--- config.mk ---
export PLATFORM = sky130hd
export DESIGN_NAME = edge_timestamp_fifo
export DESIGN_NICKNAME = d
export VERILOG_FILES = /design/src/rtl/edge_timestamp_fifo_pkg.sv /design/src/rtl/edge_timestamp_fifo_ts_fifo.sv /design/src/rtl/edge_timestamp_fifo.sv
export SDC_FILE = /design/constraint.sdc
export NUM_CORES = 1
export LEC_CHECK = 0
export CELL_PAD_IN_SITES_DETAIL_PLACEMENT = 0
export CELL_PAD_IN_SITES_GLOBAL_PLACEMENT = 1
export CORE_UTILIZATION = 49
export DETAILED_ROUTE_END_ITERATION = 8
export HOLD_SLACK_MARGIN = 0.06
export PLACE_DENSITY_LB_ADDON = 0.2
export SLEW_MARGIN = 20
export SYNTH_ARGS = -nofsm -noshare
export SYNTH_HDL_FRONTEND = slang
export SYNTH_SLANG_ARGS = --single-unit
--- constraint.sdc ---
create_clock -name clk -period 5.84 [get_ports clk]
set_input_delay 1.752 -clock clk [delete_from_list [all_inputs] [get_ports clk]]
set_output_delay 1.752 -clock clk [all_outputs]
set_load 0.02 [all_outputs]
--- src/rtl/edge_timestamp_fifo_pkg.sv ---
// rtl/edge_timestamp_fifo_pkg.sv - shared types for the edge timestamp FIFO
package edge_ts_pkg;

  localparam int CNT_W_DEFAULT = 10;

  typedef enum logic [1:0] {
    S_PRIME,
    S_RUN,
    S_OVF
  } state_t;

  typedef struct packed {
    logic                     lvl;
    logic [CNT_W_DEFAULT-1:0] ts;
  } ts_entry_t;

endpackage

--- src/rtl/edge_timestamp_fifo_ts_fifo.sv ---
// rtl/edge_timestamp_fifo_ts_fifo.sv - synchronous FIFO, MSB-extended pointers
module ts_fifo #(
  parameter int W     = 11,
  parameter int DEPTH = 4
) (
  input  logic                     clk,
  input  logic                     reset,
  input  logic                     push,
  input  logic                     pop,
  input  logic [W-1:0]             wdata,
  output logic [W-1:0]             rdata,
  output logic                     full,
  output logic                     empty,
  output logic [$clog2(DEPTH):0]   fill
);

  localparam int AW = $clog2(DEPTH);
  localparam logic [AW:0] PTR_ONE = 1;

  logic [W-1:0] mem_q [DEPTH];
  logic [AW:0]  wr_q;
  logic [AW:0]  rd_q;
  logic         do_push;
  logic         do_pop;

  assign empty   = (wr_q == rd_q);
  assign full    = (wr_q[AW] != rd_q[AW]) && (wr_q[AW-1:0] == rd_q[AW-1:0]);
  assign do_pop  = pop && !empty;
  // When full, a same-cycle pop frees the slot the write lands in.
  assign do_push = push && (!full || do_pop);
  assign fill    = wr_q - rd_q;
  assign rdata   = empty ? '0 : mem_q[rd_q[AW-1:0]];

  always_ff @(posedge clk) begin
    if (do_push) begin
      mem_q[wr_q[AW-1:0]] <= wdata;
    end
  end

  always_ff @(posedge clk) begin
    if (reset) begin
      wr_q <= '0;
      rd_q <= '0;
    end else begin
      if (do_push) begin
        wr_q <= wr_q + PTR_ONE;
      end
      if (do_pop) begin
        rd_q <= rd_q + PTR_ONE;
      end
    end
  end

endmodule

--- src/rtl/edge_timestamp_fifo.sv ---
// rtl/edge_timestamp_fifo.sv - captures {level, count} on each sig_in change
// EDGE_TIMESTAMP_DELTA_EN: timestamp field holds count delta since previous edge
module edge_timestamp_fifo
  import edge_ts_pkg::*;
#(
  parameter int CNT_W = CNT_W_DEFAULT,
  parameter int DEPTH = 4
) (
  input  logic                   clk,
  input  logic                   reset,
  input  logic                   sig_in,
  input  logic [CNT_W-1:0]       count_in,
  output logic                   ts_valid,
  input  logic                   ts_ready,
  output logic [CNT_W:0]         ts_data,
  output logic                   level,
  output logic                   overflow,
  output logic [$clog2(DEPTH):0] fill
);

  state_t           state_q;
  logic             level_q;
  logic             edge_det;
  logic             drop;
  logic             fifo_full;
  logic             fifo_empty;
  logic [CNT_W-1:0] ts_field;

  assign edge_det = (state_q != S_PRIME) && (sig_in != level_q);
  assign drop     = edge_det && fifo_full && !ts_ready;

`ifdef EDGE_TIMESTAMP_DELTA_EN
  logic [CNT_W-1:0] prev_q;

  // Priming sample seeds the reference so the first edge reports a delta too.
  always_ff @(posedge clk) begin
    if (reset) begin
      prev_q <= '0;
    end else if ((state_q == S_PRIME) || edge_det) begin
      prev_q <= count_in;
    end
  end

  assign ts_field = count_in - prev_q;
`else
  assign ts_field = count_in;
`endif

  always_ff @(posedge clk) begin
    if (reset) begin
      state_q <= S_PRIME;
      level_q <= 1'b0;
    end else begin
      level_q <= sig_in;
      case (state_q)
        S_PRIME: state_q <= S_RUN;
        S_RUN:   if (drop) state_q <= S_OVF;
        S_OVF:   state_q <= S_OVF;
        default: state_q <= S_PRIME;
      endcase
    end
  end

  ts_fifo #(
    .W     (CNT_W + 1),
    .DEPTH (DEPTH)
  ) u_fifo (
    .clk   (clk),
    .reset (reset),
    .push  (edge_det),
    .pop   (ts_ready),
    .wdata ({sig_in, ts_field}),
    .rdata (ts_data),
    .full  (fifo_full),
    .empty (fifo_empty),
    .fill  (fill)
  );

  assign ts_valid = !fifo_empty;
  assign level    = level_q;
  assign overflow = (state_q == S_OVF);

endmodule

==> out/results.txt <==
Outcome: finished with violations
Failing checks: design-rule violations
Vias per cell: 5.24
DP HPWL: 2.38 mm
Worst skew pair latency: 0.30 ns
Placed Cells: 214
#FFs+latches synth: 55
Clock sink count: 55
Layout area overhead: 18.9%
Layout Cells excl Fill: 222
Postcts setup bufs: 0
Syn_nets: 161
Initial Utilization: 0.517
Worst slew pin tran: 0.940 ns
Port bufs: 30
Drt total wl: 3.64 mm
Hold Crit Class: reg2reg
CP max stage cell: nor2_1
P_sw: 409 uW
Vias in the first global route: 1240
Clock Tree Root: clkbuf_8
Combinational share of power: 0.413
CP required: 4.09 ns
FMAX: 0.228 GHz
Peak VDD IR: 263 uV
Post-route setup TNS: 0 ns
Initial antenna violation count: 0
Leak Pwr: 0.000945 uW
Fraction of layout cells with a size suffix above 1: 0.118
Share of power burned in the clock network: 0.163
Cts repair resizes: 0
Post-DRT Antenna Nets: 0
Tcrit/Tclk final: 0.752
Row count: 24
Register area share after synthesis: 0.671
WP buf/inv: 2
Clk buf depth: 2
Total CTS buffers: 5
Yosys top cell area share: 0.575
Grt total ovfl: 0
Yosys warns: 0
Clock skew: 0.00799 ns
CTS tree: done
Critical path, cell by cell: inv_1, ha_1, nand2_1, nor2_1, nor2b_1, clkdlybuf4s50_1
Top post-synthesis cells by area: edfxtp_1 (58%), mux4_2 (11%), dfxtp_1 (9.6%)
Cell count after synthesis: 136
Synth cell types: 23
Fin. Hold Viols: 0
Clock-pin slew on the worst setup and hold paths: 0.09 ns
Pin count of the biggest net entering global routing: 17
CP max stage delay: 0.73 ns
Chip height: 70.5 um
Seq pwr share: 0.424
Pwr dens: 446 nW/um^2
Gpl congestion: 0.718
Period minus WS final: 4.39 ns
DRC: 6
Unrepaired setup endpoints after global routing: no
Critical path endpoint category: output port
Internal: 809 uW
Setup crit start kind: flip-flop
First-pass GRT wire length: 6.18 mm
Delay-heaviest family, CP: simple AND/OR/NAND/NOR gates
Initial DRC count: 65
Mapped Avg Cell Area: 16.9 um^2
Syn Std Cell Area: 2300 um^2
Core Area: 4440 um^2
Top cell type by total area after synthesis: edfxtp_1
Crit path DAT: 2.64 ns
Net count, final: 194
Switch share: 0.336
Max cap viols: 0
Via Count: 1164
DR WL/cell: 16.4 um
Worst rel slew slack: 0.371
CP max FO: 12
Setup violators final: 0
Critical path type: reg2out
Htree depth: 2
Max-slew violations: 0
Die width: 70.5 um
Diodes inserted: 0
TritonRoute pass-1 iters: 6
Hold-fix buffers, CTS: 0
Gr usage total: 0.172
Die area: 4970 um^2
I/O pin cnt: 31
-- metrics by stage --
stage                     hold WS [ns]  worst slack [ns]  cell area, um^2  utilization  power, uW
final                            0.547              1.45             2730        0.615       1220
after global routing             0.586              1.14             2730        0.615       1300
after floorplan                  0.487              2.61             2300            -        836
after detailed placement         0.529              1.71             2650        0.595       1040
after CTS                        0.551              1.38             2730        0.615       1240
after global placement           0.509              1.78             2650        0.595       1030
-- cell usage after synthesis (all sizes together) --
cell type / instances
inv: 8
mux2i: 4
ha: 10
nor2: 10
fa: 1
nand2: 1
nand3: 1
buf: 1
o211ai: 1
o21ai: 2
dfxtp: 11
xor2: 3
or2: 1
mux4: 11
xnor2: 4
and3b: 1
and2: 4
nor2b: 12
edfxtp: 44
or2b: 1
a211oi: 1
o41ai: 1
clkbuf: 3
-- power by group through the flow --
stage          registers, uW  clock network (uW)  logic (uW)
3_3_place_gp             525                   0         502
4_1_cts                  519                 205         512
3_5_place_dp             528                   0         509
2_1_floorplan            499                   0         336
5_1_grt                  525                 222         550
6_report                 516                 198         503
-- cells in the final DEF, fill, tap and decap left out, types with 2 or more instances in the layout --
cell type	instances
clkbuf_8	5
o21ai_1	2
mux2i_1	4
xor2_1	3
edfxtp_1	44
and2_1	4
nor2_1	10
xnor2_1	4
mux4_2	11
inv_1	8
ha_1	10
nor2b_1	12
clkdlybuf4s50_1	30
dfxtp_1	11
-- path summary, 6_finish.rpt --
| check | depth (start not counted) | slack (ns) | startpoint | endpoint |
|---|---|---|---|---|
| setup / recovery | 6 | 1.45 | u_fifo.wr_q[0]$_SDFFE_PP0P_ | ts_data[9] |
| hold / removal | 2 | 0.55 | state_q[0]$_SDFFE_PP0P_ | state_q[0]$_SDFFE_PP0P_ |
| setup reg to reg | 5 | 3.42 | u_fifo.wr_q[0]$_SDFFE_PP0P_ | u_fifo.mem_q[0][6]$_DFFE_PP_ |
| hold reg to reg | 2 | 0.55 | state_q[0]$_SDFFE_PP0P_ | state_q[0]$_SDFFE_PP0P_ |
-- cell families (layout without fill, tap and decap cells) --
family                   after synthesis  in the layout  share of synthesized area
flip-flops                            55             55                      0.671
AND/OR/NAND/NOR                       31             31                     0.0735
multiplexers                          15             15                      0.125
buffers and inverters                 12             46                     0.0202
adder cells (fa/ha/maj)               11             11                     0.0632
XOR/XNOR                               7              7                     0.0267
AO/OA/AOI/OAI                          5              5                     0.0202
-- registers in the layout, summed over array words and instances, names as in the netlist, named ones only --
signal        flops
level             1
state_q           2
u_fifo.mem_q     44
u_fifo.rd_q       3
u_fifo.wr_q       3
-- tightest hold or removal path: stages, from the launching register on --
cell     delay, ns
dfxtp_1       0.37
mux2i_1       0.08
nor2_1        0.07
-- layout make-up --
class                      instances  area [um^2]
clock buffer                       6         72.6
timing repair buffer              30          300
clock inverter                     2         12.5
sequential                        55         1540
tap                               52         65.1
multi-input combinational         69          709
inverter                           8         30.0
fill                             345         1710
-- layer usage --
metal / share of wire / global-route usage / vias to the layer above
met5: 0 / 0 / -
met4: 0.0072 / 0.0680 / 0
met3: 0.046 / 0.0404 / 2
met2: 0.51 / 0.290 / 28
met1: 0.43 / 0.216 / 572
li1: - / - / 562
Note: power is estimated with default switching activity, not from simulation.
